$ cat config.mk
export PLATFORM = sky130hd
export DESIGN_NAME = mips_multicycle_ctrl
export DESIGN_NICKNAME = d
export VERILOG_FILES = /design/src/rtl/mips_multicycle_ctrl.sv
export SDC_FILE = /design/constraint.sdc
export NUM_CORES = 1
export LEC_CHECK = 0
export ABC_AREA = 1
export BUFFER_PORTS_ARGS = -buffer_cell sky130_fd_sc_hd__buf_2
export CAP_MARGIN = 20
export CORE_AREA = 2 2 39 41
export CTS_CLUSTER_DIAMETER = 100
export DETAILED_ROUTE_END_ITERATION = 12
export DIE_AREA = 0 0 41 43
export PLACE_DENSITY = 0.66
export SYNTH_ARGS = -nofsm -noshare
export SYNTH_HDL_FRONTEND = slang
export SYNTH_SLANG_ARGS = --single-unit
$ cat constraint.sdc
create_clock -name clk_in -period 2.42 [get_ports clk_in]
set_input_delay 0.242 -clock clk_in [delete_from_list [all_inputs] [get_ports clk_in]]
set_output_delay 0.242 -clock clk_in [all_outputs]
set_load 0.005 [all_outputs]
$ cat src/rtl/mips_multicycle_ctrl.sv
// Main control FSM for the multicycle MIPS datapath: decodes the opcode and emits
// Moore-style enables/selects per state. Optional memory handshake: CTRL_MEM_WAIT_EN.
module mips_multicycle_ctrl (
    input  logic       clk_in,
    input  logic       rst_in,
    input  logic [5:0] op,
    input  logic       zero,
    input  logic       mem_ready,
    output logic       iord,
    output logic       mem_write,
    output logic       ir_write,
    output logic       pc_en,
    output logic [1:0] pc_src,
    output logic       alu_src_a,
    output logic [1:0] alu_src_b,
    output logic [1:0] alu_op,
    output logic       reg_dst,
    output logic       mem_to_reg,
    output logic       reg_write,
    output logic       retire,
    output logic [3:0] state_o
);

    localparam logic [5:0] OP_RTYPE = 6'b000000;
    localparam logic [5:0] OP_LW    = 6'b100011;
    localparam logic [5:0] OP_SW    = 6'b101011;
    localparam logic [5:0] OP_BEQ   = 6'b000100;
    localparam logic [5:0] OP_ADDI  = 6'b001000;
    localparam logic [5:0] OP_J     = 6'b000010;

    typedef enum logic [3:0] {
        FETCH  = 4'd0,
        DECODE = 4'd1,
        MEMADR = 4'd2,
        MEMRD  = 4'd3,
        MEMWB  = 4'd4,
        MEMWR  = 4'd5,
        EXEC   = 4'd6,
        ALUWB  = 4'd7,
        BRANCH = 4'd8,
        ADDIEX = 4'd9,
        ADDIWB = 4'd10,
        JUMP   = 4'd11
    } state_t;

    state_t state;
    state_t state_next;

    logic mem_ok;
    logic pc_write;
    logic branch;
    logic mem_write_raw;
    logic ir_write_raw;
    logic reg_write_raw;
    logic retire_raw;

`ifdef CTRL_MEM_WAIT_EN
    assign mem_ok = mem_ready;
`else
    logic unused_mem_ready;
    assign unused_mem_ready = mem_ready;
    assign mem_ok = 1'b1;
`endif

    always_ff @(posedge clk_in) begin
        if (rst_in) begin
            state <= FETCH;
        end else begin
            state <= state_next;
        end
    end

    always_comb begin
        state_next    = FETCH;
        iord          = 1'b0;
        mem_write_raw = 1'b0;
        ir_write_raw  = 1'b0;
        pc_write      = 1'b0;
        branch        = 1'b0;
        pc_src        = 2'b00;
        alu_src_a     = 1'b0;
        alu_src_b     = 2'b00;
        alu_op        = 2'b00;
        reg_dst       = 1'b0;
        mem_to_reg    = 1'b0;
        reg_write_raw = 1'b0;
        retire_raw    = 1'b0;
        case (state)
            FETCH: begin
                alu_src_b    = 2'b01;
                ir_write_raw = mem_ok;
                pc_write     = mem_ok;
                state_next   = mem_ok ? DECODE : FETCH;
            end
            DECODE: begin
                alu_src_b = 2'b11;
                case (op)
                    OP_LW, OP_SW: state_next = MEMADR;
                    OP_RTYPE:     state_next = EXEC;
                    OP_BEQ:       state_next = BRANCH;
                    OP_ADDI:      state_next = ADDIEX;
                    OP_J:         state_next = JUMP;
                    default: begin
                        // unknown opcode retires as a NOP
                        state_next = FETCH;
                        retire_raw = 1'b1;
                    end
                endcase
            end
            MEMADR: begin
                alu_src_a  = 1'b1;
                alu_src_b  = 2'b10;
                state_next = (op == OP_SW) ? MEMWR : MEMRD;
            end
            MEMRD: begin
                iord       = 1'b1;
                state_next = mem_ok ? MEMWB : MEMRD;
            end
            MEMWB: begin
                reg_write_raw = 1'b1;
                mem_to_reg    = 1'b1;
                retire_raw    = 1'b1;
            end
            MEMWR: begin
                // write strobe stays up for the whole wait, retire only on completion
                iord          = 1'b1;
                mem_write_raw = 1'b1;
                retire_raw    = mem_ok;
                state_next    = mem_ok ? FETCH : MEMWR;
            end
            EXEC: begin
                alu_src_a  = 1'b1;
                alu_op     = 2'b10;
                state_next = ALUWB;
            end
            ALUWB: begin
                reg_write_raw = 1'b1;
                reg_dst       = 1'b1;
                retire_raw    = 1'b1;
            end
            BRANCH: begin
                alu_src_a  = 1'b1;
                alu_op     = 2'b01;
                pc_src     = 2'b01;
                branch     = 1'b1;
                retire_raw = 1'b1;
            end
            ADDIEX: begin
                alu_src_a  = 1'b1;
                alu_src_b  = 2'b10;
                state_next = ADDIWB;
            end
            ADDIWB: begin
                reg_write_raw = 1'b1;
                retire_raw    = 1'b1;
            end
            JUMP: begin
                pc_src     = 2'b10;
                pc_write   = 1'b1;
                retire_raw = 1'b1;
            end
            default: state_next = FETCH;
        endcase
    end

    // reset suppresses every side effect; selects keep following the state
    assign mem_write = mem_write_raw & ~rst_in;
    assign ir_write  = ir_write_raw & ~rst_in;
    assign pc_en     = (pc_write | (branch & zero)) & ~rst_in;
    assign reg_write = reg_write_raw & ~rst_in;
    assign retire    = retire_raw & ~rst_in;
    assign state_o   = state;

endmodule

==> metrics.csv, run 1 <==
metric,value,unit
outcome,"complete, no violations",
Post-DP Area,594.3,µm²
syn_nets,98,
Die Span Y,43,µm
Critical Path Max Stage Delay,0.43,ns
crit-path max FO,6,
crit start category,flop,
number of flip-flops in the largest register,4,
"most common cell after layout, fill and taps aside",buf_2,
Setup Skew,0.004349,ns
Critical-path top delay cell,dfxtp_1,
clk sinks,4,
"CTS clk-pin slew, worst paths",0.04,ns
pin count of the biggest net entering global routing,10,
#FFs+latches synth,4,
Ant. Diodes,0,
Pleak,0.0003732,µW
Peak VDD IR,0.1912,mV
via/cell ratio,4.818,
clock buffer depth,2,
setup TNS,0,ns
initial antenna violation count,0,
area delta synth->final,36.94,%
final net count,128,
first-pass GRT wire length,1918,µm
CTS root buf,clkbuf_4,
RSZ-0062 raised after global routing,false,
Mapped Cells,88,
CTS H-tree lvls,1,
DR DRC count,0,
distinct cell type count after synthesis,18,
Gate power share,26.7,%
starting density of the core,32.55,%
WL per Instance,8.955,µm
vias in the first global route,523,
Detailed Place HPWL,1008,µm
Worst Setup End Kind,output pin,
final max-slew violation count,0,
clock share of power,39.1,%
Final period util,69.72,%
"Arr. time, crit path",1.45,ns
routability cong.,0.7564,
Num CTS Buffers,3,
core area,1384,µm²
critical path class,flop to output pin,
Critical Path RT,2.18,ns
Finished Cell Area,616.8,µm²
drt pass-1 iters,4,
clk_lat worst skew,0.23,ns
Max-cap violations,0,
Flop pwr share,34.2,%
"Seq/Total Area, Yosys",17.78,%
total track usage,15.26,%
Sw Pwr,60.51,µW
Port Buf Inserts,27,
Net Sw Frac,29.22,%
Tmin final,1.687,ns
cell internal pwr,146.6,µW
Die Area,1763,µm²
total grt overflow,0,
total wire length,1182,µm
FP Rows,14,
die width,41,µm
worst-path cell chain,nor2_1 -> inv_1 -> nor2_2 -> or3_1 -> buf_2,
CTS tree,built,
Post-CTS Setup Bufs,0,
IO Pins,29,
Yosys warnings,0,
Hold Crit Class,primary input to flop,
Worst Max-Slew Pin Slew,0.2417,ns
Antenna Nets Post-Route,0,
highest-count cells in the layout ignoring fill and taps,"buf_2, nor2_1, nand2_1",
syn avg cell area,5.119,µm²
Max transition margin,83.83,%
Final Hold Fails,0,
final setup fails,0,
Power Density,335.7,nW/µm²
share of cells above drive strength 1,33.62,%
Mapped Area,450.4,µm²
DR iter-0 viols,16,
FMAX,592.7,MHz
post-CTS sizing,0,
via count,636,
Post-CTS Hold Buffers,0,
## worst max-delay path, delay by kind of cell (launching register included)
family,cells,cell delay [ns]
AND/OR/NAND/NOR,3,0.53
buffers and inverters,2,0.26
flip-flops,1,0.43
## cell usage after synthesis
library cell | instances | share of area (%)
or3_1 | 1 | 1.4
o21ai_0 | 5 | 5.6
inv_1 | 9 | 7.5
a31oi_1 | 1 | 1.4
o22ai_1 | 1 | 1.4
nand2_2 | 1 | 1.4
nand2_4 | 1 | 2.5
nand3_1 | 11 | 12
nor2_1 | 25 | 21
nor3_1 | 1 | 1.1
nand2_1 | 13 | 11
nor2_2 | 1 | 1.4
inv_2 | 6 | 5.0
dfxtp_1 | 4 | 18
o21bai_1 | 1 | 1.7
a21oi_1 | 5 | 5.6
buf_4 | 1 | 1.7
clkbuf_1 | 1 | 0.83
## per-layer routing
layer	GRT usage [%]	routed length, µm
met4	6.000	13
met5	0	0
met1	17.36	508
met3	1.571	106
met2	26.88	553
## layout make-up
cell class,instances,area [µm²]
fill,163,767.0
multi-input combinational,67,302.8
timing repair buffer,27,135.1
sequential,4,80.08
inverter,15,56.30
clock buffer,3,22.52
tap,16,20.02
## cell families after synthesis
kind of cell	share of synthesized area (%)
AO/OA/AOI/OAI	15.56
buffers and inverters	15.00
flip-flops	17.78
AND/OR/NAND/NOR	51.67
## path summary, 6_finish.rpt
check / from / slack [ns] / end / depth (start not counted)
worst max register to register: state_o[2] / 1.30 / state_o[2] / 7
worst min register to register: state_o[3] / 0.59 / state_o[0] / 3
worst min-delay path: rst_in / 0.28 / state_o[1] / 2
worst max-delay path: state_o[2] / 0.73 / alu_src_a / 5
## power groups by stage
stage	Sequential, µW	Combinational (µW)	Clock, µW
after global routing	70.9	64.0	88.3
after floorplan	71.8	32.6	0
after CTS	70.8	55.8	83.7
after detailed placement	71.8	55.6	0
after global placement	71.7	54.9	0
final	70.8	55.3	81.0
## per-stage QoR
| stage | utilization, % | setup WS (ns) | power (µW) | std cells | hold WS, ns |
|---|---|---|---|---|---|
| floorplan | - | 1.136 | 104.4 | 88 | 0.5341 |
| global placement | 42.95 | 0.9889 | 126.6 | 129 | 0.5356 |
| detailed placement | 42.95 | 0.9849 | 127.4 | 129 | 0.5328 |
| CTS | 44.57 | 0.7302 | 210.3 | 132 | 0.2896 |
| global route | 44.57 | 0.6212 | 223.3 | 132 | 0.2993 |
| finish | 44.57 | 0.7328 | 207.1 | 132 | 0.2846 |
Note: power is estimated with default switching activity, not from simulation.
==> inputs of run 2 (changes only) <==
==> config.mk (replaced) <==
export PLATFORM = sky130hd
export DESIGN_NAME = mips_multicycle_ctrl
export DESIGN_NICKNAME = d
export VERILOG_FILES = /design/src/rtl/mips_multicycle_ctrl.sv
export SDC_FILE = /design/constraint.sdc
export NUM_CORES = 1
export LEC_CHECK = 0
export ABC_AREA = 0
export BUFFER_PORTS_ARGS = -buffer_cell sky130_fd_sc_hd__buf_2
export CAP_MARGIN = 20
export CORE_MARGIN = 2
export CORE_UTILIZATION = 38
export CTS_CLUSTER_DIAMETER = 100
export DETAILED_ROUTE_END_ITERATION = 12
export PLACE_DENSITY = 0.73
export SYNTH_ARGS = -nofsm -noshare
export SYNTH_HDL_FRONTEND = slang
export SYNTH_SLANG_ARGS = --single-unit
==> constraint.sdc (replaced) <==
create_clock -name clk_in -period 1.48 [get_ports clk_in]
set_input_delay 0.148 -clock clk_in [delete_from_list [all_inputs] [get_ports clk_in]]
set_output_delay 0.148 -clock clk_in [all_outputs]
set_load 0.005 [all_outputs]
==> run 2 against run 1 <==
Against the previous run:
- register-to-register slack got worse by 1.1 ns
- via count rose by 2.2%
- synthesized area rose by 16%
- critical path type unchanged
- largest power group unchanged
==> metrics.csv, run 2 <==
metric,value,unit,change
outcome,"complete, no violations",,unchanged
clk sinks,4,,unchanged
"CP delay by family, top",simple AND/OR/NAND/NOR gates,,unchanged
CTS H-tree lvls,1,,unchanged
IO Pins,29,,unchanged
total grt overflow,0,,unchanged
clock buffer depth,2,,unchanged
Post-DP Area,654.4,µm²,was 594.3 µm²
total track usage,15.80,%,was 15.26%
drt pass-1 iters,4,,unchanged
clk_lat worst skew,0.24,ns,was 0.23 ns
RSZ-0062 raised after global routing,true,,was false
starting density of the core,40.19,%,was 32.55%
die width,41.10,µm,was 41 µm
Critical Path RT,1.33,ns,was 2.18 ns
highest-count cells in the layout ignoring fill and taps,"buf_2, nor2_1, buf_4",,"was buf_2, nor2_1, nand2_1"
Final period util,96.19,%,
Die Area,1689,µm²,was 1763 µm²
share of Yosys cell area claimed by the top area cell type,15.31,%,was 20.83%
FP Rows,13,,was 14
Yosys warnings,0,,unchanged
DR DRC count,0,,unchanged
placed cell count,114,,was 129
WL per Instance,11.41,µm,was 8.955 µm
most common cell in the netlist,nor2_1,,unchanged
"CTS clk-pin slew, worst paths",0.04,ns,about the same
Num CTS Buffers,3,,unchanged
Finished Cell Area,718.2,µm²,was 616.8 µm²
Peak VDD IR,0.3454,mV,was 0.1912 mV
Final Hold Fails,0,,unchanged
Tmin final,1.424,ns,
core area,1301,µm²,was 1384 µm²
"Seq/Total Area, Yosys",15.31,%,was 17.78%
vias in the first global route,444,,was 523
final net count,114,,was 128
via/cell ratio,5.556,,was 4.818
Max transition margin,63.46,%,was 83.83%
Buf/Inv on CP,1,,was 2
final setup fails,0,,unchanged
Finished Core Util,55.19,%,was 44.57%
most frequent cells after synthesis,"nor2_1, nand2b_1, nor3_1",,"was nor2_1, nand2_1, nand3_1"
Antenna Nets Post-Route,0,,unchanged
final max-slew violation count,0,,unchanged
Port Buf Inserts,27,,unchanged
Worst Setup End Kind,output pin,,unchanged
Mapped Area,523.0,µm²,was 450.4 µm²
syn avg cell area,7.068,µm²,was 5.119 µm²
"EDFF count, synth",0,,unchanged
initial antenna violation count,0,,unchanged
register area,90.09,µm²,was 80.08 µm²
critical path class,flop to output pin,,unchanged
number of flip-flops in the largest register,4,,unchanged
Ant. Diodes,0,,unchanged
Detailed Place HPWL,1033,µm,was 1008 µm
worst-path cell chain,or2_4 -> nor3_2 -> nand3_1 -> o31ai_1 -> buf_2,,was nor2_1 -> inv_1 -> nor2_2 -> or3_1 -> buf_2
Critical-path top delay cell,dfxtp_4,,was dfxtp_1
Power Density,500.4,nW/µm²,was 335.7 nW/µm²
distinct cell type count after synthesis,30,,was 18
crit-path max FO,7,,was 6
fillers,131,,was 163
"Arr. time, crit path",1.28,ns,was 1.45 ns
Synth area leader,dfxtp_1,,was nor2_1
CTS root buf,clkbuf_4,,unchanged
final non-filler cell total,117,,was 132
Post-synth ARST share,0,%,unchanged
main flop type after synthesis,dfxtp_1,,unchanged
first-pass GRT wire length,1794,µm,was 1918 µm
FMAX,702.5,MHz,
total wire length,1335,µm,was 1182 µm
Setup Skew,0.004003,ns,was 0.004349 ns
Synth area leaders,"dfxtp_1, buf_6, nor2_1, nand2b_1, nor3_1",,"was nor2_1, dfxtp_1, nand3_1, nand2_1, inv_1"
Max-cap violations,0,,unchanged
setup TNS,0,ns,unchanged
Worst Max-Slew Pin Slew,0.5343,ns,was 0.2417 ns
pin count of the biggest net entering global routing,11,,was 10
CTS tree,built,,unchanged
Mapped Cells,74,,was 88
pre-CTS WS,0.1610,ns,was 0.9849 ns
Pleak,0.0003271,µW,was 0.0003732 µW
crit start category,flop,,unchanged
Post-CTS Setup Bufs,0,,unchanged
DR iter-0 viols,18,,was 16
Die Span Y,41.10,µm,was 43 µm
area delta synth->final,37.32,%,was 36.94%
Post-CTS Hold Buffers,0,,unchanged
#FFs+latches synth,4,,unchanged
routability cong.,0.8228,,was 0.7564
via count,650,,was 636
multi-input logic area,391.6,µm²,was 302.8 µm²
Hold Crit Class,primary input to flop,,unchanged
final setup margin,0.05641,ns,was 0.7328 ns
share of cells above drive strength 1,50.00,%,was 33.62%
syn_nets,84,,was 98
Critical Path Max Stage Delay,0.36,ns,was 0.43 ns
"most common cell after layout, fill and taps aside",buf_2,,unchanged
[run 2: worst reg2reg max path, cell delays in order (launching register included)]
cell and delay, ns:
dfxtp_4 0.36, or2_4 0.28, nor4_1 0.15, o21ai_0 0.12
a211oi_1 0.25
[run 2: area by class of cell]
type,count,share of cell area [%]
Timing Repair Buffer,33,25.61
Sequential cell,4,12.54
Multi-Input combinational cell,59,54.53
Clock buffer,3,3.136
Inverter,3,1.568
Tap cell,15,2.613
[run 2: timing repair]
| action | 4_1_cts | 5_1_grt |
|---|---|---|
| endpoints found under the setup margin | 2 | 3 |
| resized for setup | 4 | 11 |
| pin swaps | 0 | 2 |
[run 2: cells by family after synthesis]
kind of cell	count (synthesis)	synth area share [%]
and+or+nand+nor	35	36.60
AOI/OAI and AO/OA	20	26.08
buffers and inverters	11	15.07
DFF	4	15.31
xor gates and xnor gates	3	5.025
muxes	1	1.914
[run 2: metal layers]
layer | GRT usage, % | part of all wire (%) | vias up
met3 | 1.630 | 7.1 | 2
met1 | 15.76 | 44 | 288
met5 | 0 | 0 | -
met2 | 32.81 | 48 | 31
li1 | - | - | 329
met4 | 4.839 | 0.82 | 0
[run 2: metrics by stage]
| stage | total power [µW] | hold slack (ns) |
|---|---|---|
| after floorplan | 183.5 | 0.3380 |
| after global placement | 219.8 | 0.4802 |
| final | 359.4 | 0.2511 |
| after global routing | 384.6 | 0.2597 |
| after CTS | 358.5 | 0.2438 |
| after detailed placement | 221.6 | 0.4847 |
[run 2: power by group]
group          internal, µW  switching [µW]  leakage (µW)
Clock                  90.5            42.9     0.0000138
Combinational          52.8            57.6      0.000278
Sequential              109            6.38     0.0000349
Total                   252             107      0.000327
[run 2: final timing paths]
check                           startpoint         end  slack (ns)  cells past startpoint
worst max-delay path            state_o[2]      retire        0.06                      5
worst min register to register  state_o[3]  state_o[0]        0.50                      1
worst min-delay path                rst_in  state_o[1]        0.25                      2
worst max register to register  state_o[2]  state_o[1]        0.21                      4
==> inputs of run 3 (changes only) <==
--- a/config.mk
+++ b/config.mk
@@ -8,11 +8,12 @@
 export ABC_AREA = 0
 export BUFFER_PORTS_ARGS = -buffer_cell sky130_fd_sc_hd__buf_2
 export CAP_MARGIN = 20
-export CORE_MARGIN = 2
-export CORE_UTILIZATION = 38
+export CORE_AREA = 2 2 39 41
 export CTS_CLUSTER_DIAMETER = 100
 export DETAILED_ROUTE_END_ITERATION = 12
-export PLACE_DENSITY = 0.73
+export DIE_AREA = 0 0 41 43
+export GPL_ROUTABILITY_DRIVEN = 0
+export PLACE_DENSITY = 0.72
 export SYNTH_ARGS = -nofsm -noshare
 export SYNTH_HDL_FRONTEND = slang
 export SYNTH_SLANG_ARGS = --single-unit
==> constraint.sdc (replaced) <==
create_clock -name clk_in -period 1.5 [get_ports clk_in]
set_input_delay 0.15 -clock clk_in [delete_from_list [all_inputs] [get_ports clk_in]]
set_output_delay 0.15 -clock clk_in [all_outputs]
set_load 0.005 [all_outputs]
==> run 3 against run 2 <==
Against the previous run:
- clock-buffer cell count unchanged
- critical path depth unchanged
- total power shrank 3.2%
- non-clock buffer count decreased by 1
- die area increased by 4.4%
- clock skew decreased by 0.0033 ns
- first-iteration DRC count down 61%
- global-route usage down 1.3 points
- worst hold slack better by 0.010 ns
==> metrics.csv, run 3 (synthesis results as in run 2) <==
metric,value,unit,change
outcome,"complete, no violations",,unchanged
first-pass GRT wire length,1807,µm,was 1794 µm
FMAX,703.2,MHz,
cell internal pwr,248.1,µW,was 252.5 µW
Worst Setup End Kind,output pin,,unchanged
final setup fails,0,,unchanged
final max-slew violation count,0,,unchanged
Pleak,0.0003204,µW,was 0.0003271 µW
initial antenna violation count,0,,unchanged
Finished Core Util,50.99,%,was 55.19%
share of cells above drive strength 1,47.52,%,was 50.00%
highest-count cells in the layout ignoring fill and taps,"buf_2, nor2_1",,"was buf_2, nor2_1, buf_4"
clk_lat worst skew,0.23,ns,was 0.24 ns
Port Buf Inserts,27,,unchanged
RSZ-0062 raised after global routing,false,,was true
total wire length,1346,µm,was 1335 µm
clock buffer depth,2,,unchanged
Setup Skew,0.0007466,ns,was 0.004003 ns
CP startpoint,state_o[3],,was state_o[2]
core area,1384,µm²,was 1301 µm²
crit-path max FO,10,,was 7
Gate power share,30.6,%,was 30.7%
crit start category,flop,,unchanged
clock share of power,36.3,%,was 37.1%
r2r setup slk,0.23,ns,was 0.21 ns
pin count of the biggest net entering global routing,11,,unchanged
WL per Instance,11.50,µm,was 11.41 µm
Num CTS Buffers,3,,unchanged
Antenna Nets Post-Route,0,,unchanged
"most common cell after layout, fill and taps aside",buf_2,,unchanged
Hold Crit Class,primary input to flop,,unchanged
IO Pins,29,,unchanged
total track usage,14.49,%,was 15.80%
Peak VDD IR,0.2957,mV,was 0.3454 mV
clk sinks,4,,unchanged
via/cell ratio,5.291,,was 5.556
DR iter-0 viols,7,,was 18
FP Rows,14,,was 13
die width,41,µm,was 41.10 µm
Tmin final,1.422,ns,
Net Sw Frac,28.70,%,was 29.75%
Max-cap violations,0,,unchanged
total grt overflow,0,,unchanged
Post-CTS Setup Bufs,0,,unchanged
Flop pwr share,33.1,%,was 32.1%
Reg-to-Reg Start,state_o[3],,was state_o[2]
WHS,0.2613,ns,was 0.2511 ns
Worst Reg-to-Reg Cells,4,,unchanged
Final Hold Fails,0,,unchanged
"CTS clk-pin slew, worst paths",0.04,ns,about the same
area delta synth->final,34.93,%,was 37.32%
Worst setup endpoint,retire,,unchanged
vias in the first global route,459,,was 444
Final period util,94.80,%,
Sw Pwr,99.88,µW,was 106.9 µW
final setup margin,0.07796,ns,was 0.05641 ns
setup TNS,0,ns,unchanged
Pwr Total,348.0,µW,was 359.4 µW
Ant. Diodes,0,,unchanged
Post-CTS Hold Buffers,0,,unchanged
final net count,113,,was 114
CTS root buf,clkbuf_4,,unchanged
starting density of the core,37.79,%,was 40.19%
CTS tree,built,,unchanged
Die Span Y,43,µm,was 41.10 µm
Detailed Place HPWL,1064,µm,was 1033 µm
number of flip-flops in the largest register,4,,unchanged
Max transition margin,64.91,%,was 63.46%
DR DRC count,0,,unchanged
critical path class,flop to output pin,,unchanged
pre-CTS WS,0.1435,ns,was 0.1610 ns
CTS H-tree lvls,1,,unchanged
Worst Max-Slew Pin Slew,0.5131,ns,was 0.5343 ns
"Arr. time, crit path",1.27,ns,was 1.28 ns
Power Density,493.2,nW/µm²,was 500.4 nW/µm²
FF-to-FF End,state_o[1],,unchanged
Critical Path RT,1.35,ns,was 1.33 ns
drt pass-1 iters,4,,unchanged
Die Area,1763,µm²,was 1689 µm²
via count,619,,was 650
==> run 3: cell count changes in the layout (fill, tap and decap cells not counted), sizes merged <==
| cell | before | now |
|---|---|---|
| buf | 33 | 32 |
==> run 3: area by class of cell <==
type / count / area (µm²)
clock buffer: 3 / 22.52
sequential: 4 / 86.33
inverter: 3 / 11.26
timing repair buffer: 32 / 176.4
multi-input combinational: 59 / 389.1
fill: 147 / 678.2
tap: 16 / 20.02
==> run 3: what timing repair did <==
action | 4_1_cts | 5_1_grt
resized for setup | 3 | 9
endpoints found under the setup margin | 2 | 3
pin swaps | 0 | 1
==> run 3: per-stage QoR <==
step / std cells / area [µm²]
after CTS: 117 / 676.9
final: 117 / 705.7
after global placement: 114 / 648.1
after floorplan: 74 / 523.0
after detailed placement: 114 / 648.1
after global routing: 117 / 705.7
==> run 3: power by group through the flow <==
stage               Sequential (µW)  Clock (µW)  Combinational [µW]
floorplan                       117           0                64.5
detailed placement              116           0                 101
CTS                             115         132                 102
global route                    116         140                 117
global placement                116           0                98.9
finish                          115         126                 107
==> run 3: layer usage <==
layer	track usage [%]	up-vias	share of wire, %
li1	-	323	-
met1	15.86	269	42
met2	26.88	27	50
met3	1.571	0	7.8
met4	4.000	0	0
met5	0	-	0
==> run 3: critical path: stages (launching register included) <==
cell and delay [ns]:
dfxtp_4 0.37, or2_4 0.28, nor3_2 0.10, nand3_1 0.08, o31ai_1 0.07, buf_2 0.14
==> run 3: worst min-delay path by stage <==
stage | start | cells past startpoint | slack, ns | endpoint
6_report | op[4] | 4 | 0.26 | state_o[1]
5_1_grt | rst_in | 2 | 0.26 | state_o[1]
4_1_cts | rst_in | 2 | 0.25 | state_o[1]
3_5_place_dp | rst_in | 2 | 0.49 | state_o[1]
3_3_place_gp | rst_in | 2 | 0.48 | state_o[1]
2_1_floorplan | op[5] | 3 | 0.34 | state_o[0]
